===== config.mk =====
export PLATFORM = sky130hd
export DESIGN_NAME = puf_auth_ctrl
export DESIGN_NICKNAME = d
export VERILOG_FILES = /design/src/rtl/puf_pkg.sv /design/src/rtl/puf_hamming.sv /design/src/rtl/puf_auth_ctrl.sv
export SDC_FILE = /design/constraint.sdc
export NUM_CORES = 1
export LEC_CHECK = 0
export ABC_CLOCK_PERIOD_IN_PS = 7400
export BUFFER_PORTS_ARGS = -buffer_cell sky130_fd_sc_hd__buf_2
export CELL_PAD_IN_SITES_DETAIL_PLACEMENT = 0
export CELL_PAD_IN_SITES_GLOBAL_PLACEMENT = 1
export CORE_MARGIN = 5
export CORE_UTILIZATION = 47
export CTS_CLUSTER_DIAMETER = 30
export DETAILED_ROUTE_END_ITERATION = 6
export GPL_ROUTABILITY_DRIVEN = 1
export PLACE_DENSITY = 0.78
export SYNTH_ARGS = -nofsm -noshare
export SYNTH_HDL_FRONTEND = slang
export SYNTH_SLANG_ARGS = --single-unit

===== constraint.sdc =====
create_clock -name clk -period 7.4 [get_ports clk]
set_clock_uncertainty 0.1 [all_clocks]
set_input_delay 1.48 -clock clk [delete_from_list [all_inputs] [get_ports clk]]
set_output_delay 1.48 -clock clk [all_outputs]
set_load 0.01 [all_outputs]

===== src/rtl/puf_pkg.sv =====
// Shared types for the PUF challenge sequencer.
// Holds the controller state enum and the command op codes.
package puf_pkg;

  typedef enum logic [2:0] {
    IDLE,
    CLEAR,
    RUN,
    CAPTURE,
    DONE
  } puf_auth_state_t;

  localparam logic OP_ENROLL = 1'b0;
  localparam logic OP_VERIFY = 1'b1;

endpackage


===== src/rtl/puf_hamming.sv =====
// Popcount of a XOR b, i.e. Hamming distance of two vectors.
// Ports: a, b (N_BITS) in; hd ($clog2(N_BITS+1)) out.
module puf_hamming #(
  parameter int N_BITS = 8,
  parameter int W      = $clog2(N_BITS + 1)
) (
  input  logic [N_BITS-1:0] a,
  input  logic [N_BITS-1:0] b,
  output logic [W-1:0]      hd
);

  always_comb begin
    hd = '0;
    for (int i = 0; i < N_BITS; i++) begin
      hd = hd + W'(a[i] ^ b[i]);
    end
  end

endmodule


===== src/rtl/puf_auth_ctrl.sv =====
// PUF challenge sequencer: enroll stores responses, verify sums HD.
// Ports: cmd_* host side, puf_* array side, res_*/enrolled result.
module puf_auth_ctrl
  import puf_pkg::*;
#(
  parameter int N_BITS  = 8,
  parameter int N_CHAL  = 4,
  parameter int HD_MAX  = 3,
  parameter int TIMEOUT = 1023,
  parameter int HD_W    = $clog2(N_BITS * N_CHAL + 1)
) (
  input  logic              clk,
  input  logic              rst_n,
  input  logic              cmd_valid,
  output logic              cmd_ready,
  input  logic              cmd_op,
  input  logic [N_BITS-1:0] cmd_chal,
  output logic [N_BITS-1:0] puf_chal,
  output logic              puf_clr,
  output logic              puf_en,
  input  logic [N_BITS-1:0] puf_resp,
  input  logic [N_BITS-1:0] puf_finish,
  output logic              res_valid,
  output logic              res_pass,
  output logic              res_err,
  output logic [HD_W-1:0]   res_hd,
  output logic              enrolled
);

  localparam int IDX_W = (N_CHAL > 1) ? $clog2(N_CHAL) : 1;
  localparam int TO_W  = $clog2(TIMEOUT + 1);
  localparam int PC_W  = $clog2(N_BITS + 1);

  puf_auth_state_t state;
  puf_auth_state_t state_nxt;

  logic              op_q;
  logic [IDX_W-1:0]  idx;
  logic [TO_W-1:0]   tcnt;
  logic [HD_W-1:0]   hd_acc;
  logic [HD_W-1:0]   hd_sum;
  logic [PC_W-1:0]   pc;
  logic [N_BITS-1:0] ref_tbl [N_CHAL];

  logic no_ref;
  logic fin;
  logic tmo;
  logic last;

  puf_hamming #(
    .N_BITS(N_BITS)
  ) u_ham (
    .a (puf_resp),
    .b (ref_tbl[idx]),
    .hd(pc)
  );

  assign no_ref = (cmd_op == OP_VERIFY) && !enrolled;
  assign fin    = &puf_finish;
  // tcnt counts completed RUN cycles, so this is the last allowed one
  assign tmo    = (tcnt == TO_W'(TIMEOUT - 1));
  assign last   = (idx == IDX_W'(N_CHAL - 1));
  // enroll never accumulates distance; hd_acc stays 0
  assign hd_sum = hd_acc
                + ((op_q == OP_VERIFY) ? HD_W'(pc) : '0);

  always_ff @(posedge clk or negedge rst_n) begin
    if (!rst_n) begin
      state <= IDLE;
    end else begin
      state <= state_nxt;
    end
  end

  always_comb begin
    state_nxt = state;
    cmd_ready = 1'b0;
    puf_clr   = 1'b0;
    puf_en    = 1'b0;
    unique case (state)
      IDLE: begin
        cmd_ready = 1'b1;
        if (cmd_valid) begin
          state_nxt = no_ref ? DONE : CLEAR;
        end
      end
      CLEAR: begin
        puf_clr   = 1'b1;
        state_nxt = RUN;
      end
      RUN: begin
        puf_en = 1'b1;
        if (fin) begin
          state_nxt = CAPTURE;
        end else if (tmo) begin
          state_nxt = DONE;
        end
      end
      CAPTURE: begin
        state_nxt = last ? DONE : CLEAR;
      end
      DONE: begin
        state_nxt = IDLE;
      end
      default: begin
        state_nxt = IDLE;
      end
    endcase
  end

  // Results are loaded on entry to DONE so they are
  // valid in the same cycle as the res_valid strobe.
  always_ff @(posedge clk or negedge rst_n) begin
    if (!rst_n) begin
      op_q      <= OP_ENROLL;
      idx       <= '0;
      tcnt      <= '0;
      hd_acc    <= '0;
      puf_chal  <= '0;
      res_valid <= 1'b0;
      res_pass  <= 1'b0;
      res_err   <= 1'b0;
      res_hd    <= '0;
      enrolled  <= 1'b0;
      for (int i = 0; i < N_CHAL; i++) begin
        ref_tbl[i] <= '0;
      end
    end else begin
      res_valid <= 1'b0;
      unique case (state)
        IDLE: begin
          if (cmd_valid) begin
            op_q   <= cmd_op;
            idx    <= '0;
            hd_acc <= '0;
            if (no_ref) begin
              res_valid <= 1'b1;
              res_err   <= 1'b1;
              res_pass  <= 1'b0;
              res_hd    <= '0;
            end else begin
              puf_chal <= cmd_chal;
            end
          end
        end
        CLEAR: begin
          tcnt <= '0;
        end
        RUN: begin
          tcnt <= tcnt + TO_W'(1);
          if (!fin && tmo) begin
            res_valid <= 1'b1;
            res_err   <= 1'b1;
            res_pass  <= 1'b0;
            res_hd    <= hd_acc;
            // a partial table must not be trusted
            if (op_q == OP_ENROLL) begin
              enrolled <= 1'b0;
            end
          end
        end
        CAPTURE: begin
          if (op_q == OP_ENROLL) begin
            ref_tbl[idx] <= puf_resp;
          end
          hd_acc <= hd_sum;
          if (last) begin
            res_valid <= 1'b1;
            res_err   <= 1'b0;
            res_hd    <= hd_sum;
            res_pass  <= (op_q == OP_ENROLL)
                      || (hd_sum <= HD_W'(HD_MAX));
            if (op_q == OP_ENROLL) begin
              enrolled <= 1'b1;
            end
          end else begin
            idx      <= idx + IDX_W'(1);
            // chal = base + idx, wrapping modulo 2^N_BITS
            puf_chal <= puf_chal + N_BITS'(1);
          end
        end
        default: begin
        end
      endcase
    end
  end

endmodule


==> results.txt <==
The logs give 0.892 for the global placement routability congestion and 0.00205 µW for the static power due to leakage. The kind of critical path was register to register. Overall die width: 103 µm.

The flow ran to the end, and the final reports show no timing, DRC or antenna violations. Nature of the critical path startpoint: a register. When the netlist entered floorplanning its net count stood at 396. The total count of hold-check failures in the final report was 0. After detailed routing, the number of vias per cell comes to 5.61.

Across the run, the number of max-cap violations was 0. After detailed routing, the average wire length per cell comes to 16.5 µm. Clock tree synthesis found a total of 72 sinks.

The routed wire length is 8360 µm. The worst setup path is captured at a register. The first detailed-routing pass took 4 iterations. At the placement stage, the worst setup path has a slack of 1.29 ns.

The overall die height is 103 µm, and the area share of the leading cell type in the synthesized netlist is 44.7%. Entering global routing, the biggest net connects 73 pins. After clock tree synthesis, the clock-pin slew on the worst setup and hold paths is 0.08 ns. Data arrives at the worst endpoint at 5.99 ns. TritonCTS built the clock tree.

The clock reaches the later pin of the worst-skew pair after 0.35 ns. The instance count along the most critical hold path is 1, and the number of hold buffers added after CTS is 0. The tools report the terminating pin of the worst hold path as tcnt[9].

The final setup violation count came out at 0. The commonest cells after synthesis are sky130_fd_sc_hd__dfrtp_1, sky130_fd_sc_hd__nand2_1, sky130_fd_sc_hd__mux2_2. In this run the mean area of a mapped cell was 11.6 µm².

For this run, the post-layout net count is 443. After detailed routing, the number of remaining DRC violations is 0. The starting density of the core came out at 48.6%.

Input and output buffers added on the ports amount to 48. The run gives 0 ns as the accumulated negative setup slack. Setup slack on the worst reg-to-reg path comes out at 1.57 ns. Once detail routing completed, the nets flagged for antenna violations numbered 0. The netlist area before placement is 4030 µm². For this run, the total global-route usage over all layers was measured as 17.5%.

For this block, the initial DRC count from the detailed router was 75. Counting flops with an async set or reset pin after synthesis yields a share of 100%. Clock root buffer: sky130_fd_sc_hd__clkbuf_8. The area growth from synthesis to layout was 12.5%; the initial antenna violation count was 0. The tools report the first element of the critical path as idx[0]. The number of buffers added for setup after CTS was 0; the placed wire-length estimate was 5930 µm.

The total overflow left after global routing is 0. The total number of yosys warnings came out at 0. For the I/O pin count, the log shows 49. The netlist uses 61 different library cells. In this run the worst path has a maximum fanout of 12. The number of fillers in the final layout is 713.

The number of cells on the worst reg-to-reg path came out at 17. The most common cell in the netlist was sky130_fd_sc_hd__dfrtp_1. Of the synthesized area, sequential elements account for 44.7%. Counting every instance in the synthesized netlist gives 349. The startpoint identified for the worst hold timing path is tcnt[9]. The peak supply drop is 0.188 mV, and the required time of the critical path is 7.56 ns. The repair_antennas step left the layout with diodes totalling 0. Number of synthesized register bits: 72. Derived from the worst setup path, the maximum achievable clock frequency is 0.171 GHz.

The count of H-tree levels built during CTS is 3. After clock tree synthesis, the repair step resized 0 gates. The die covers 10500 µm².

The worst register-to-register path ends at res_pass. For the finished layout, the period the worst path requires is 5.83 ns. The reg-to-reg startpoint was idx[0].

The first global-routing pass estimated 14100 µm of wire. Prevailing post-synth register cell: sky130_fd_sc_hd__dfrtp_1. For the max-slew violation count, the log shows 0. For the area of the core, the log shows 8300 µm². The routed layout has 2838 vias.

Setup repair after global routing left no endpoint under its margin. The part of the cycle the worst path needs was 78.8%. In this run the tightest slew margin relative to its limit is 39.3%.

The post-route netlist has 28.9% of its cells at a drive strength greater than 1. Number of global-route vias before repair: 2871. Biggest area consumer among synthesized cells: sky130_fd_sc_hd__dfrtp_1. The tools report the number of buffers between clock root and the deepest sink as 2.

The site row count is 33. Yosys attributes the largest share of cell area to sky130_fd_sc_hd__dfrtp_1, sky130_fd_sc_hd__mux2_2, sky130_fd_sc_hd__mux4_2, sky130_fd_sc_hd__ha_1, sky130_fd_sc_hd__nand2_1. Setup slack closes at 1.57 ns. For this design the ratio of total power to cell area is 481 nW/µm². The transition time at the pin with the least slew margin is 0.910 ns, and the total clock buffers created by CTS is 9. The tightest min-delay check is of the register to register type.

The synthesized design contains 0 enable-type register cells.
-- area by class of cell --
class,count,area [µm²],area share [%]
inverter,12,50.0,1.10
tap,105,131,2.90
timing repair buffer,50,255,5.63
sequential,72,1800,39.7
multi-input combinational,251,2100,46.3
clock inverter,6,68.8,1.52
clock buffer,10,128,2.81
-- worst max-delay path, cell delays in order, from the launching register on --
cell and delay, ns:
sky130_fd_sc_hd__dfrtp_1 0.77, sky130_fd_sc_hd__mux4_2 0.59, sky130_fd_sc_hd__xnor2_1 0.16, sky130_fd_sc_hd__fa_1 0.54
sky130_fd_sc_hd__inv_1 0.06, sky130_fd_sc_hd__fa_1 0.53, sky130_fd_sc_hd__inv_1 0.05, sky130_fd_sc_hd__fa_1 0.53
sky130_fd_sc_hd__inv_1 0.04, sky130_fd_sc_hd__ha_1 0.21, sky130_fd_sc_hd__fa_1 0.37, sky130_fd_sc_hd__xor2_1 0.15
sky130_fd_sc_hd__and2_1 0.15, sky130_fd_sc_hd__ha_1 0.36, sky130_fd_sc_hd__and3_1 0.21, sky130_fd_sc_hd__or3_1 0.40
sky130_fd_sc_hd__a221o_1 0.36, sky130_fd_sc_hd__o211ai_1 0.16
-- cells by family after synthesis --
family                   synth area share [%]
flip-flops                               44.7
buffers and inverters                    3.20
adder cells (fa/ha/maj)                  6.83
AO/OA/AOI/OAI                            11.9
AND/OR/NAND/NOR                          13.5
multiplexers                             17.0
XOR/XNOR                                 2.82
-- worst max-delay path by stage --
| stage | to | slack, ns | cells after the start |
|---|---|---|---|
| floorplan | res_pass | 1.67 | 16 |
| global placement | res_pass | 1.40 | 17 |
| detailed placement | res_pass | 1.29 | 17 |
| CTS | res_pass | 1.51 | 17 |
| global route | res_pass | 1.27 | 17 |
| finish | res_pass | 1.57 | 17 |
-- sequential cells by signal, indices dropped and copies added, names as in the netlist --
signal	flops
ref_tbl	32
tcnt	10
puf_chal	8
hd_acc	6
res_hd	6
state	3
idx	2
enrolled	1
op_q	1
res_err	1
res_pass	1
res_valid	1
-- per-stage QoR --
step | hold WS, ns | util, % | cell area, µm² | instances | power, µW
final | 0.372 | 54.7 | 4540 | 506 | 2180
after CTS | 0.377 | 54.7 | 4540 | 506 | 2210
after detailed placement | 0.363 | 52.3 | 4340 | 490 | 1890
after global placement | 0.356 | 52.3 | 4340 | 490 | 1840
after global routing | 0.387 | 54.7 | 4540 | 506 | 2400
after floorplan | 0.338 | - | 4030 | 349 | 1600
-- power by group --
part / switching, µW / internal (µW)
sequential: 143 / 539
combinational: 625 / 560
clock: 156 / 158
total: 923 / 1260
-- metal layers --
layer | share of wire (%) | track usage (%) | wire, µm | vias up
met4 | 1.2 | 5.35 | 97 | 0
met2 | 47 | 26.7 | 3900 | 58
met5 | 0 | 0 | 0 | -
met3 | 5.1 | 4.47 | 427 | 10
met1 | 47 | 24.6 | 3940 | 1388
li1 | - | - | - | 1382
-- cell usage in the layout (no fill, tap or decap), drive strengths merged, types with 4 or more instances in the layout --
cell type   n
ha         14
mux2i      10
mux4        8
buf        50
nand4       6
nor2       11
xnor2       8
inv        12
fa          5
mux2       36
nor3        5
o21ai      28
o211ai      4
nand3       9
and2        8
clkinv      4
a21oi      11
dfrtp      72
a32oi       4
xor2        5
nand2      34
clkbuf     10
(Power assumes the default switching activity.)
